## src/rtl/result_drain_if.sv

```systemverilog
// Handshake bundle between the PE result stream, the drain FIFO and the downstream consumer.
// The drain is the slave. The PE and consumer side is the master.
interface result_drain_if #(
  parameter int unsigned WL    = 32,
  parameter int unsigned DEPTH = 16
);
  localparam int unsigned LW = $clog2(DEPTH) + 1;

  logic          resultvalid;
  logic [WL-1:0] resultvalue;
  logic          arrayena;
  logic          outvalid;
  logic          outready;
  logic [WL-1:0] outdata;
  logic          outlast;
  logic          overflow;
  logic [LW-1:0] level;

  modport slave (
    input  resultvalid, resultvalue, outready,
    output arrayena, outvalid, outdata, outlast, overflow, level
  );

  modport master (
    output resultvalid, resultvalue, outready,
    input  arrayena, outvalid, outdata, outlast, overflow, level
  );
endinterface

```

## src/rtl/result_drain.sv

```systemverilog
// Drains upstream PE results through a FIFO into tiled output words.
// It throttles the PE array early enough that in-flight results still fit.
module result_drain #(
  parameter int unsigned WL     = 32,
  parameter int unsigned DEPTH  = 16,
  parameter int unsigned PIPDEP = 5,
  parameter int unsigned TILE   = 4
) (
  input  logic          clk,
  input  logic          rst,
  result_drain_if.slave bus
);
  localparam int unsigned AW = $clog2(DEPTH);
  localparam int unsigned LW = AW + 1;
  localparam int unsigned CW = (TILE > 1) ? $clog2(TILE) : 1;

  logic [WL-1:0] mem [DEPTH];
  logic [AW-1:0] wrptr, rdptr;
  logic [LW-1:0] level_q, level_d;
  logic [CW-1:0] tilecnt_q, tilecnt_d;
  logic          outvalid_q, outlast_q, overflow_q, arrayena_q;
  logic          full_c, pop_c, push_c, drop_c, ena_c;

  // Handshake qualification and next-state of the occupancy and tile counters
  always_comb begin
    full_c    = (level_q == LW'(DEPTH));
    pop_c     = outvalid_q && bus.outready;
    push_c    = bus.resultvalid && (!full_c || pop_c);
    drop_c    = bus.resultvalid && !push_c;
    level_d   = level_q;
    tilecnt_d = tilecnt_q;
    if (push_c && !pop_c) begin
      level_d = level_q + LW'(1);
    end else if (pop_c && !push_c) begin
      level_d = level_q - LW'(1);
    end
    if (pop_c) begin
      tilecnt_d = (tilecnt_q == CW'(TILE - 1)) ? CW'(0) : tilecnt_q + CW'(1);
    end
    ena_c = (DEPTH - 32'(level_d)) > PIPDEP;
  end

  // Storage is data-only. Stale entries are never visible because the pointers are reset.
  always_ff @(posedge clk) begin
    if (push_c) begin
      mem[wrptr] <= bus.resultvalue;
    end
  end

  always_ff @(posedge clk or posedge rst) begin
    if (rst) begin
      wrptr      <= '0;
      rdptr      <= '0;
      level_q    <= '0;
      tilecnt_q  <= '0;
      outvalid_q <= 1'b0;
      outlast_q  <= 1'b0;
      overflow_q <= 1'b0;
      arrayena_q <= 1'b0;
    end else begin
      if (push_c) begin
        wrptr <= wrptr + AW'(1);
      end
      if (pop_c) begin
        rdptr <= rdptr + AW'(1);
      end
      level_q    <= level_d;
      tilecnt_q  <= tilecnt_d;
      outvalid_q <= (level_d != '0);
      outlast_q  <= (level_d != '0) && (tilecnt_d == CW'(TILE - 1));
      overflow_q <= overflow_q || drop_c;
      arrayena_q <= ena_c;
    end
  end

  assign bus.outdata  = mem[rdptr];
  assign bus.outvalid = outvalid_q;
  assign bus.outlast  = outlast_q;
  assign bus.overflow = overflow_q;
  assign bus.arrayena = arrayena_q;
  assign bus.level    = level_q;
endmodule

```

## src/flat_wrapper.sv

```systemverilog
// flat-port wrapper written by rule: the top's interface ports become plain ports
module result_drain_flat 
#(
  parameter int unsigned WL     = 32,
  parameter int unsigned DEPTH  = 16,
  parameter int unsigned PIPDEP = 5,
  parameter int unsigned TILE   = 4
)
  (clk, rst, bus_resultvalid, bus_resultvalue, bus_outready, bus_arrayena, bus_outvalid, bus_outdata, bus_outlast, bus_overflow, bus_level);
  result_drain_if #(.WL(WL), .DEPTH(DEPTH)) bus_i ();
  input  logic clk;
  input  logic rst;
  input wire logic [$bits(bus_i.resultvalid)-1:0] bus_resultvalid;
  input wire logic [$bits(bus_i.resultvalue)-1:0] bus_resultvalue;
  input wire logic [$bits(bus_i.outready)-1:0] bus_outready;
  output wire logic [$bits(bus_i.arrayena)-1:0] bus_arrayena;
  output wire logic [$bits(bus_i.outvalid)-1:0] bus_outvalid;
  output wire logic [$bits(bus_i.outdata)-1:0] bus_outdata;
  output wire logic [$bits(bus_i.outlast)-1:0] bus_outlast;
  output wire logic [$bits(bus_i.overflow)-1:0] bus_overflow;
  output wire logic [$bits(bus_i.level)-1:0] bus_level;
  assign bus_i.resultvalid = bus_resultvalid;
  assign bus_i.resultvalue = bus_resultvalue;
  assign bus_i.outready = bus_outready;
  assign bus_arrayena = bus_i.arrayena;
  assign bus_outvalid = bus_i.outvalid;
  assign bus_outdata = bus_i.outdata;
  assign bus_outlast = bus_i.outlast;
  assign bus_overflow = bus_i.overflow;
  assign bus_level = bus_i.level;
  result_drain #(.WL(WL), .DEPTH(DEPTH), .PIPDEP(PIPDEP), .TILE(TILE)) u_core (.clk(clk), .rst(rst), .bus(bus_i));
endmodule
```

## config.mk

```make
export PLATFORM = sky130hd
export DESIGN_NAME = result_drain_flat
export DESIGN_NICKNAME = d
export VERILOG_FILES = /design/src/rtl/result_drain_if.sv /design/src/rtl/result_drain.sv /design/src/flat_wrapper.sv
export SDC_FILE = /design/constraint.sdc
export NUM_CORES = 1
export LEC_CHECK = 0
export ABC_AREA = 1
export BUFFER_PORTS_ARGS = -buffer_cell sky130_fd_sc_hd__buf_2
export CAP_MARGIN = 20
export CORE_ASPECT_RATIO = 1.4
export CORE_MARGIN = 5
export CORE_UTILIZATION = 60
export DETAILED_ROUTE_END_ITERATION = 6
export PLACE_DENSITY = 0.78
export REMOVE_ABC_BUFFERS = 1
export SLEW_MARGIN = 20
export SYNTH_ARGS = -nofsm -noshare
export SYNTH_HDL_FRONTEND = slang
export SYNTH_SLANG_ARGS = --single-unit
```

## constraint.sdc

```tcl
create_clock -name clk -period 5.4 [get_ports clk]
set_input_delay 0.81 -clock clk [delete_from_list [all_inputs] [get_ports clk]]
set_output_delay 0.81 -clock clk [all_outputs]
set_load 0.01 [all_outputs]
```

# --- Word-level counts from Yosys, hierarchy flattened ---
# Memory sizes are Yosys's and may differ from the RTL's.
# Index checks and enable logic that the tools add are counted.
classes:
  eq_ne: 3
  muxes: 6
  reduce_logical: 12
  order_cmp: 1
  n_addsub: 6
op_table:
  columns: ["cell", "count"]
  rows:
  - ["32-bit by 3-bit greater-than comparator with 1-bit output (second input constant)", 1]
  - ["5-bit 2-to-1 mux", 2]
  - ["4-bit by 1-bit adder with 4-bit output (second input constant)", 2]
  - ["1-bit logical AND", 6]
  - ["5-bit by 5-bit subtractor with 6-bit output (first input constant)", 1]
  - ["5-bit by 1-bit adder with 5-bit output (second input constant)", 1]
  - ["5-bit == test (second input constant)", 1]
  - ["5-bit nonzero test", 1]
  - ["5-bit by 1-bit subtractor with 5-bit output (second input constant)", 1]
  - ["2-bit == test (second input constant)", 2]
  - ["2-bit 2-to-1 mux", 2]
  - ["1-bit zero test", 3]
  - ["2-bit by 1-bit adder with 2-bit output (second input constant)", 1]
  - ["1-bit logical OR", 2]
  - ["1-bit 2-to-1 mux", 2]
totals:
  ramBits: 512
  in_bits: 36
  reg_bits: 19
  output_inout_bits: 41
  memories: 1
  wordCells: 37
memory_table:
  columns: ["name", "words", "width", "rd", "rd_clocked_by_memory_dff", "wr", "line_no", "source"]
  rows:
  - ["u_core.mem", 16, 32, 1, 0, 1, "result_drain.sv:17", "logic [WL-1:0] mem [DEPTH];"]

# --- Longest topological paths before layout ---
# Gate-level depths: netlist of the first run.
depth:
  word_depth: 10
  ltp_mapped: 14
  ltp_nobuf: 14

# --- Worst setup path before layout of the first run ---
# OpenSTA, ideal clock, no wires.
synth_timing:
  path_kind: "input to register"
  startpoint: "in bus_outready"
  endpoint: "mem u_core.mem[11][0], enable pin"
  path_buffers: 0
  stages: 6
  arrival_time_ps: 2726
  setup_time_ps: 421
  path_slack_ps: 2253
  cell_sequence: "nand2_2 > nand3_1 > nand2_1 > nor2_1 > inv_1 > nor2_1"
synth_between:
  elab_chain_cells: 5
synth_lines:
  columns: ["element", "line_no", "source"]
  rows:
  - ["start, declared", "flat_wrapper.sv:15", "input wire logic [$bits(bus_i.outready)-1:0] bus_outready;"]
  - ["1-bit logical AND", "result_drain.sv:27", "pop_c = outvalid_q && bus.outready;"]
  - ["1-bit logical OR", "result_drain.sv:28", "push_c = bus.resultvalid && (!full_c || pop_c);"]
  - ["1-bit logical AND", "result_drain.sv:28", null]
  - ["1-bit 2-to-1 mux", "result_drain.sv:45", "if (push_c) begin"]
  - ["1-bit 2-to-1 mux (implied by the code)", "result_drain.sv:46", "mem[wrptr] <= bus.resultvalue;"]
  - ["end, declared", "result_drain.sv:17", null]
# No other way between the ends.

# --- Worst setup path after layout of the first run ---
layout_timing:
  startpoint: "reg u_core.rdptr[1]"
  endpoint: "out bus_outdata[4]"
layout_between:
  elab_chain_cells: 1
layout_lines:
  columns: ["element", "line_no", "source"]
  rows:
  - ["start, declared", "result_drain.sv:18", "logic [AW-1:0] wrptr, rdptr;"]
  - ["start signal, assigned", "result_drain.sv:65", "rdptr <= rdptr + AW'(1);"]
  - ["memory 16 x 32 bit", null, null]
  - ["end, declared", "flat_wrapper.sv:18", "output wire logic [$bits(bus_i.outdata)-1:0] bus_outdata;"]
# No other way between the ends.

==> results of run 1 <==
## synthesized netlist by cell type, drive strengths merged
library cell and instances:
xor2 8, mux2i 128, buf 47, nor3 1, or2 1, clkbuf 45, nand2 79, o21bai 1
ha 9, o21a 1, o21ai 157, nand4 4, dfrtp 19, xnor2 2, o211ai 128, nand3 52
inv 156, nor2 24, a21oi 128, edfxtp 512
## cell type report
class	instances	area, um^2	area share, %
sequential	531	15900	66.1
multi-input combinational	723	4700	19.6
clock buffer	54	1220	5.10
timing repair buffer	109	771	3.21
inverter	156	588	2.45
tap	462	578	2.41
clock inverter	31	259	1.08
antenna	1	2.50	0.0104
## stage by stage
stage	setup TNS, ps	hold slack, ps	cell area [um^2]	setup WS, ps
5_1_grt	0	422	24000	1210
6_report	0	377	24000	1380
3_3_place_gp	0	467	22300	2050
2_1_floorplan	-139530	501	21000	-4030
3_5_place_dp	0	461	22500	2020
4_1_cts	0	387	24000	1410
## worst max-delay path by stage
| stage | startpoint | end | slack (ps) | cells after the start |
|---|---|---|---|---|
| after floorplan | u_core.rdptr[0]$_DFFE_PP0N_ | bus_outdata[12] | -4030 | 4 |
| after global placement | u_core.rdptr[1]$_DFFE_PP0N_ | bus_outdata[16] | 2050 | 7 |
| after detailed placement | u_core.rdptr[1]$_DFFE_PP0N_ | bus_outdata[16] | 2020 | 7 |
| after CTS | u_core.rdptr[1]$_DFFE_PP0N_ | bus_outdata[16] | 1410 | 7 |
| after global routing | u_core.rdptr[1]$_DFFE_PP0N_ | bus_outdata[1] | 1210 | 7 |
| final | u_core.rdptr[1]$_DFFE_PP0N_ | bus_outdata[4] | 1380 | 7 |
## registers in the layout, summed over array words and instances (netlist names)
signal               cells
u_core.bus.outvalid      1
u_core.rdptr             4
u_core.bus.level         5
u_core.bus.outlast       1
u_core.bus.arrayena      1
u_core.mem             512
u_core.tilecnt_q         2
u_core.wrptr             4
u_core.bus.overflow      1
## power breakdown
part	internal [W]	switching, W
Clock	0.00182	0.00141
Combinational	0.00139	0.00265
Sequential	0.00499	0.000318
Total	0.00820	0.00438
## logic make-up (layout without fill, tap and decap cells)
family                   count (synthesis)  in the layout  synth area share (%)
XOR/XNOR                                10             10                 0.404
AND/OR/NAND/NOR                        161            161                  3.20
AO/OA/AOI/OAI                          415            415                  11.1
buffers and inverters                  248            350                  5.77
multiplexers                           128            128                  5.91
adder cells (fa/ha/maj)                  9              9                 0.519
other                                    0              1                     0
flip-flops                             531            531                  73.1
## cell usage in the layout, fill, tap and decap left out, types with 7 or more instances in the layout
cell	instances
nor2_4	16
clkinv_1	12
clkinv_2	13
clkbuf_16	48
inv_1	153
mux2i_1	128
dfrtp_1	15
xor2_1	8
nor2_1	7
buf_2	76
edfxtp_1	512
ha_1	9
o211ai_1	128
nand2_1	78
o21ai_0	136
nand3_1	51
a21oi_1	128
buf_4	24
o21ai_1	21
## metal layers
metal  routed length [um]  track usage [%]  vias to the layer above  part of all wire, %
met4                 1080             6.85                        4                  2.3
met5                   21                0                        -                0.045
met3                 3440             4.05                       89                  7.4
met1                17500             30.4                     6177                   38
met2                24400             39.7                      549                   53
li1                     -                -                     5722                    -
==> run_results.csv, run 1 <==
group,metric,value,unit
hold_path,hold_class,"in2async",
critical_path,cp_data_required_time,4590,ps
logic_synthesis,synthDistinctLibCells,31,
global_routing,grt_use_total,23.2,%
place,gp_routability_congestion,0.761,
logic_synthesis,synth_area_leaders,"edfxtp_1 71%, mux2i_1 5.9%, o211ai_1 4.4%",
detailed_routing,first_iter_violations,1681,
floorplan,rows,82,
place,placedCellCount,1980,
global_routing,antenna_found_initial,3,
floorplan,die_y,235,um
power_and_ir_drop,powerDensity,525,nW/um^2
floorplan,die-width,171,um
place,dp_hpwl,25100,um
status,status,"complete, no violations",
sta,report.final.slew_viol_count,0,
clock_network,clk_pin_slew_worst_paths,60,ps
floorplan,coreArea,35800,um^2
detailed_routing,first_pass_iters,6,
critical_path,cp-start-kind,"flop",
clock_network,cts-htree-levels,2,
detailed_routing,ant_nets,0,
logic_synthesis,yosys.area.top_type_share,70.9,%
detailed_routing,viasPerCell,6.07,
floorplan,start_util,60.5,%
clock_network,cts_setup_buffers,0,
sta,rsz0062_at_grt,"no",
detailed_routing,vias,12500,
critical_path,crit_arrival,3210,ps
logic_synthesis,synth_cells,1502,
cells_and_area,final_util,67.0,%
critical_path,ff2ff_path_depth,10,
place,portBuffers,76,
detailed_routing,routedWlPerCell,22.5,um
sta,clock-skew-final,13.4,ps
logic_synthesis,yosysWarnings,0,
global_routing,grt_pass1_wl,71100,um
logic_synthesis,yosysTopAreaCell,"edfxtp_1",
run,maxCapViolations,0,
power_and_ir_drop,leakage,8.65,nW
sta,tightest_slew,1110,ps
clock_network,insertion_delay,560,ps
critical_path,critPathMaxStageDelay,890,ps
critical_path,rr_endpoint,"u_core.mem[10][20]$_DFFE_PP_",
clock_network,cts_resized,0,
detailed_routing,wl,46500,um
sta,max_slew_margin,25.9,%
global_routing,grt_overflow,0,
detailed_routing,drc,0,
critical_path,setup.worst_path.end_class,"primary output",
sta,finalCriticalPeriod,4020,ps
clock_network,cts_sinks,531,
sta,finalHoldViolCount,0,
sta,fin_crit_sh,74.4,%
power_and_ir_drop,ir_drop,346,uV
global_routing,grt_max_degree,116,
sta,clock.fmax,249,MHz
sta,final-setup-viol-count,0,
critical_path,cp_cell_sequence,"buf_4 -> a21oi_1 -> o21ai_0 -> o211ai_1 -> nand3_1 -> nand2_1 -> buf_2",
cells_and_area,fin_nets,1613,
cells_and_area,finalNonFillerCells,2067,
power_and_ir_drop,power.total,0.0126,W
floorplan,ios,77,
global_routing,first_global_vias,12400,
clock_network,hold_buffers,0,
critical_path,slowest_stage,"dfrtp_4",
critical_path,worstPathMaxFanout,76,
clock_network,numCtsBuffers,47,
clock_network,cts_buffer_depth,3,
clock_network,cts_root_buffer,"clkbuf_16",
floorplan,die_area,40100,um^2
cells_and_area,areaGrowthSynthToFinish,10.6,%
logic_synthesis,synth_area,21700,um^2
logic_synthesis,ys_ff_latch,531,
critical_path,path_class,"reg2out",
logic_synthesis,ys_seq_area_share,73.1,%
critical_path,r2r-start,"u_core.bus.level[0]$_DFF_PP0_",
critical_path,path_buf_inv,2,
critical_path,r2r_slack,2260,ps
clock_network,cts_tree,"yes",
cells_and_area,fillers,2295,
cells_and_area,drive_above_1_share,12.7,%
logic_synthesis,avgSynthCellArea,14.4,um^2
critical_path,crit_family,"buffers and inverters",
No activity file was read; power rests on OpenSTA's default activity.
==> inputs of run 2 (changes only) <==
Clock period 5.4 ns to 4.08 ns, I/O delays scaled along.
==> run_results.csv, run 2 (synthesis gave the netlist of run 1 again) <==
group,metric,value,unit
status,status,"complete, no violations",
power_and_ir_drop,switching_share,35.2,%
power_and_ir_drop,power.share.combinational,32.7,%
critical_path,cp-startpoint,"u_core.rdptr[0]$_DFFE_PP0N_",
global_routing,grt_pass1_wl,74000,um
cells_and_area,top_register,"u_core.mem",
sta,finalCriticalPeriod,3460,ps
sta,tightest_slew,758,ps
power_and_ir_drop,power.switching,0.00595,W
critical_path,r2r_slack,1260,ps
run,maxCapViolations,0,
power_and_ir_drop,pwr-share-seq,41.4,%
sta,tns,0,ps
sta,clock-skew-final,20.7,ps
power_and_ir_drop,ir_drop,504,uV
place,portBuffers,76,
detailed_routing,ant_nets,0,
clock_network,numCtsBuffers,47,
power_and_ir_drop,leakage,8.64,nW
critical_path,cp-start-kind,"flop",
cells_and_area,drive_above_1_share,12.4,%
critical_path,crit_path_end,"bus_outdata[30]",
detailed_routing,routedWlPerCell,23.5,um
sta,final-setup-viol-count,0,
clock_network,insertion_delay,580,ps
clock_network,cts_setup_buffers,0,
floorplan,die_y,235,um
critical_path,crit_arrival,2850,ps
clock_network,cts_resized,0,
cells_and_area,largest_register_ffs,512,
place,dp_hpwl,26400,um
global_routing,first_global_vias,12800,
critical_path,worstPathMaxFanout,86,
clock_network,cts-htree-levels,2,
floorplan,coreArea,35800,um^2
detailed_routing,first_pass_iters,5,
sta,max_slew_margin,49.5,%
detailed_routing,wl,48600,um
cells_and_area,finalNonFillerCells,2068,
global_routing,grt_overflow,0,
clock_network,clk_pin_slew_worst_paths,60,ps
power_and_ir_drop,p_clk_share,25.9,%
power_and_ir_drop,power.total,0.0169,W
detailed_routing,viasPerCell,6.14,
critical_path,cp_data_required_time,3470,ps
critical_path,critPathMaxStageDelay,910,ps
clock_network,cts_sinks,531,
power_and_ir_drop,internal_power,0.0110,W
cells_and_area,fin_nets,1614,
sta,fin_crit_sh,84.9,%
floorplan,ios,77,
critical_path,r2r-start,"u_core.bus.level[0]$_DFF_PP0_",
critical_path,path_class,"reg2out",
hold_path,hold_class,"in2async",
floorplan,die_area,40100,um^2
place,placedCellCount,1982,
critical_path,ff2ff_path_depth,10,
critical_path,setup.worst_path.end_class,"primary output",
sta,report.final.slew_viol_count,0,
cells_and_area,layout_common_cells,"512 x edfxtp_1, 153 x inv_1, 136 x o21ai_0",
global_routing,grt_use_total,24.1,%
clock_network,hold_buffers,0,
power_and_ir_drop,powerDensity,706,nW/um^2
sta,rsz0062_at_grt,"no",
clock_network,cts_root_buffer,"clkbuf_16",
floorplan,die-width,171,um
critical_path,rr_endpoint,"u_core.mem[6][17]$_DFFE_PP_",
global_routing,antenna_found_initial,1,
cells_and_area,final_util,66.9,%
sta,finalHoldViolCount,0,
place,gp_routability_congestion,0.811,
detailed_routing,vias,12700,
cells_and_area,areaGrowthSynthToFinish,10.5,%
global_routing,grt_max_degree,131,
critical_path,cp_cell_sequence,"buf_12 -> a21oi_1 -> o21ai_0 -> o21ai_1 -> o211ai_1 -> nand2_1 -> buf_2",
floorplan,start_util,60.5,%
detailed_routing,drc,0,
clock_network,cts_tree,"yes",
clock_network,cts_buffer_depth,3,
sta,clock.fmax,289,MHz
floorplan,rows,82,
detailed_routing,first_iter_violations,1578,
cells_and_area,layout_commonest_cell,"edfxtp_1",
critical_path,slowest_stage,"dfrtp_4",
-- run 2: cell types whose count changed in the layout (fill, tap and decap cells not counted) --
| cell | delta |
|---|---|
| clkinvlp_4 | +1 |
| buf_4 | +3 |
| inv_6 | +1 |
| buf_16 | -4 |
| bufinv_16 | +1 |
| clkinv_1 | +1 |
| clkinv_2 | -8 |
| clkbuf_1 | +4 |
| buf_12 | +2 |
-- run 2: cell type report --
class	instances	area, um^2
antenna	1	2.50
clock buffer	58	1240
clock inverter	27	269
fill	2369	11800
inverter	156	588
multi-input combinational	723	4700
sequential	531	15900
tap	462	578
timing repair buffer	110	723
-- run 2: worst min-delay path by stage --
stage | from | endpoint | cells after the start
2_1_floorplan | u_core.wrptr[2]$_DFFE_PP0P_ | u_core.wrptr[2]$_DFFE_PP0P_ | 1
3_3_place_gp | u_core.bus.overflow$_DFF_PP0_ | u_core.bus.overflow$_DFF_PP0_ | 1
3_5_place_dp | u_core.bus.overflow$_DFF_PP0_ | u_core.bus.overflow$_DFF_PP0_ | 1
4_1_cts | rst | u_core.bus.outvalid$_DFF_PP0_ | 2
5_1_grt | rst | u_core.rdptr[2]$_DFFE_PP0N_ | 2
6_report | rst | u_core.rdptr[3]$_DFFE_PP0N_ | 2
-- run 2: power groups by stage --
| stage | sequential (W) | combinational (W) | clock, W |
|---|---|---|---|
| 2_1_floorplan | 0.00736 | 0.00283 | 0 |
| 3_5_place_dp | 0.00711 | 0.00550 | 0 |
| 4_1_cts | 0.00700 | 0.00556 | 0.00442 |
| 6_report | 0.00700 | 0.00553 | 0.00437 |
| 5_1_grt | 0.00705 | 0.00602 | 0.00465 |
| 3_3_place_gp | 0.00707 | 0.00538 | 0 |
-- run 2: metal layers --
layer	track usage (%)	part of all wire, %
met1	31.8	37
met2	40.7	52
met3	3.43	7.1
met4	9.15	3.5
met5	0	0
-- run 2: stage by stage --
step / worst slack [ps] / hold slack, ps / instance area (um^2)
finish: 617 / 146 / 24000
global route: 426 / 212 / 24000
floorplan: -5150 / 501 / 21000
global placement: 1290 / 471 / 22400
detailed placement: 1260 / 472 / 22400
CTS: 595 / 157 / 24000
-- run 2: worst max-delay path, delay by kind of cell (launching register included) --
family	cells	cell delay (ps)
buffers and inverters	2	590
DFF	1	910
AOI/OAI and AO/OA	4	590
and+or+nand+nor	1	110
==> inputs of run 3 (changes only) <==
Clock period 4.08 ns to 3.6 ns, I/O delays scaled along.
==> run_results.csv, run 3 (synthesis gave the netlist of run 1 again) <==
group,metric,value,unit
clock_network,insertion_delay,570,ps
critical_path,r2r_slack,660,ps
power_and_ir_drop,powerDensity,798,nW/um^2
critical_path,critPathMaxStageDelay,930,ps
sta,clock-skew-final,14.4,ps
detailed_routing,routedWlPerCell,22.9,um
clock_network,cts_buffer_depth,3,
clock_network,cts_setup_buffers,0,
floorplan,rows,82,
clock_network,numCtsBuffers,46,
cells_and_area,layout_common_cells,"512 x edfxtp_1, 153 x inv_1, 136 x o21ai_0",
critical_path,setup.worst_path.end_class,"primary output",
cells_and_area,drive_above_1_share,13.0,%
power_and_ir_drop,internal_power,0.0125,W
detailed_routing,first_pass_iters,5,
critical_path,rr_endpoint,"u_core.mem[9][4]$_DFFE_PP_",
detailed_routing,vias,12700,
critical_path,r2r-start,"u_core.bus.level[0]$_DFF_PP0_",
sta,final-setup-viol-count,0,
detailed_routing,ant_nets,0,
detailed_routing,wl,47600,um
power_and_ir_drop,switching_share,34.9,%
clock_network,cts_sinks,531,
clock_network,cts_root_buffer,"clkbuf_16",
place,placedCellCount,1991,
sta,finalCriticalPeriod,3400,ps
sta,timing.final.ws_setup,199,ps
detailed_routing,viasPerCell,6.13,
clock_network,hold_buffers,0,
sta,clock.fmax,294,MHz
sta,tns,0,ps
critical_path,worstPathMaxFanout,57,
critical_path,ff2ff_path_depth,10,
critical_path,crit_arrival,2860,ps
critical_path,slowest_stage,"dfrtp_4",
place,gp_routability_congestion,0.773,
power_and_ir_drop,p_clk_share,25.8,%
power_and_ir_drop,leakage,8.71,nW
hold_path,hold_class,"in2async",
status,status,"complete, no violations",
power_and_ir_drop,power.switching,0.00672,W
critical_path,cp-start-kind,"flop",
run,maxCapViolations,0,
cells_and_area,fin_nets,1622,
sta,report.final.slew_viol_count,0,
floorplan,start_util,60.5,%
floorplan,die_y,235,um
cells_and_area,finalNonFillerCells,2076,
sta,max_slew_margin,47.6,%
critical_path,path_class,"reg2out",
global_routing,grt_pass1_wl,72000,um
floorplan,coreArea,35800,um^2
critical_path,cp_cell_sequence,"buf_4 -> a21oi_1 -> o21ai_0 -> o211ai_1 -> nand3_1 -> nand2_1 -> buf_2",
floorplan,die-width,171,um
place,portBuffers,76,
cells_and_area,top_register,"u_core.mem",
place,dp_hpwl,26300,um
global_routing,antenna_found_initial,2,
floorplan,ios,77,
clock_network,cts_tree,"yes",
clock_network,cts-htree-levels,2,
detailed_routing,drc,0,
sta,finalHoldViolCount,0,
global_routing,first_global_vias,12700,
place,pre_cts_ws,754,ps
global_routing,grt_use_total,23.4,%
cells_and_area,largest_register_ffs,512,
cells_and_area,layout_commonest_cell,"edfxtp_1",
floorplan,die_area,40100,um^2
sta,fin_crit_sh,94.5,%
sta,tightest_slew,786,ps
power_and_ir_drop,ir_drop,497,uV
critical_path,cp_data_required_time,3060,ps
cells_and_area,areaGrowthSynthToFinish,11.4,%
clock_network,clk_pin_slew_worst_paths,60,ps
power_and_ir_drop,pwr-share-seq,41.3,%
power_and_ir_drop,power.share.combinational,33.0,%
cells_and_area,fillers,2293,
cells_and_area,final_util,67.4,%
global_routing,grt_max_degree,59,
detailed_routing,first_iter_violations,1494,
sta,rsz0062_at_grt,"no",
clock_network,cts_resized,0,
global_routing,grt_overflow,0,
-- run 3: changes by cell type in the layout (fill, tap and decap cells not counted), sizes merged --
| cell | change |
|---|---|
| buf | +9 |
| bufinv | +1 |
| clkbuf | +1 |
| clkinv | -3 |
| clkinvlp | +1 |
| inv | -1 |
-- run 3: worst max-delay path, delay by kind of cell (launching register included) --
kind / cells / cell delay (ps)
DFF: 1 / 930
buffers and inverters: 2 / 700
AOI/OAI and AO/OA: 3 / 450
and+or+nand+nor: 2 / 170
-- run 3: area by class of cell --
class	count	area (um^2)	area share [%]
sequential	531	15900	65.7
clock buffer	59	1220	5.06
tap	462	578	2.39
inverter	156	588	2.44
timing repair buffer	119	891	3.69
multi-input combinational	723	4700	19.5
clock inverter	25	300	1.24
antenna	1	2.50	0.0104
-- run 3: how the worst max path moves through the flow --
stage / to / slack (ps) / from / depth (start not counted)
after global routing: bus_outdata[18] / 30 / u_core.rdptr[0]$_DFFE_PP0N_ / 7
after CTS: bus_outdata[16] / 200 / u_core.rdptr[0]$_DFFE_PP0N_ / 6
after floorplan: bus_outdata[12] / -5560 / u_core.rdptr[0]$_DFFE_PP0N_ / 4
after detailed placement: u_core.mem[9][31]$_DFFE_PP_ / 750 / u_core.bus.level[0]$_DFF_PP0_ / 10
final: bus_outdata[18] / 200 / u_core.rdptr[0]$_DFFE_PP0N_ / 7
after global placement: u_core.mem[6][25]$_DFFE_PP_ / 830 / u_core.bus.level[0]$_DFF_PP0_ / 10
-- run 3: power by group through the flow --
stage	sequential (W)	combinational [W]	clock (W)
floorplan	0.00831	0.00309	0
global placement	0.00803	0.00615	0
detailed placement	0.00806	0.00632	0
CTS	0.00794	0.00636	0.00501
global route	0.00800	0.00691	0.00525
finish	0.00795	0.00635	0.00496
-- run 3: metal layers --
metal / wire length [um] / track usage [%] / share of wire (%)
met4: 1170 / 6.88 / 2.5
met3: 3990 / 4.84 / 8.4
met2: 24100 / 39.0 / 51
met1: 18300 / 31.3 / 38
met5: 13 / 0 / 0.027
-- run 3: metrics by stage --
stage               instance area, um^2  hold slack (ps)  total power (W)
floorplan                         21000              491           0.0114
global placement                  22600              464           0.0142
detailed placement                22600              501           0.0144
CTS                               24100              117           0.0193
global route                      24100              188           0.0202
finish                            24100              108           0.0193
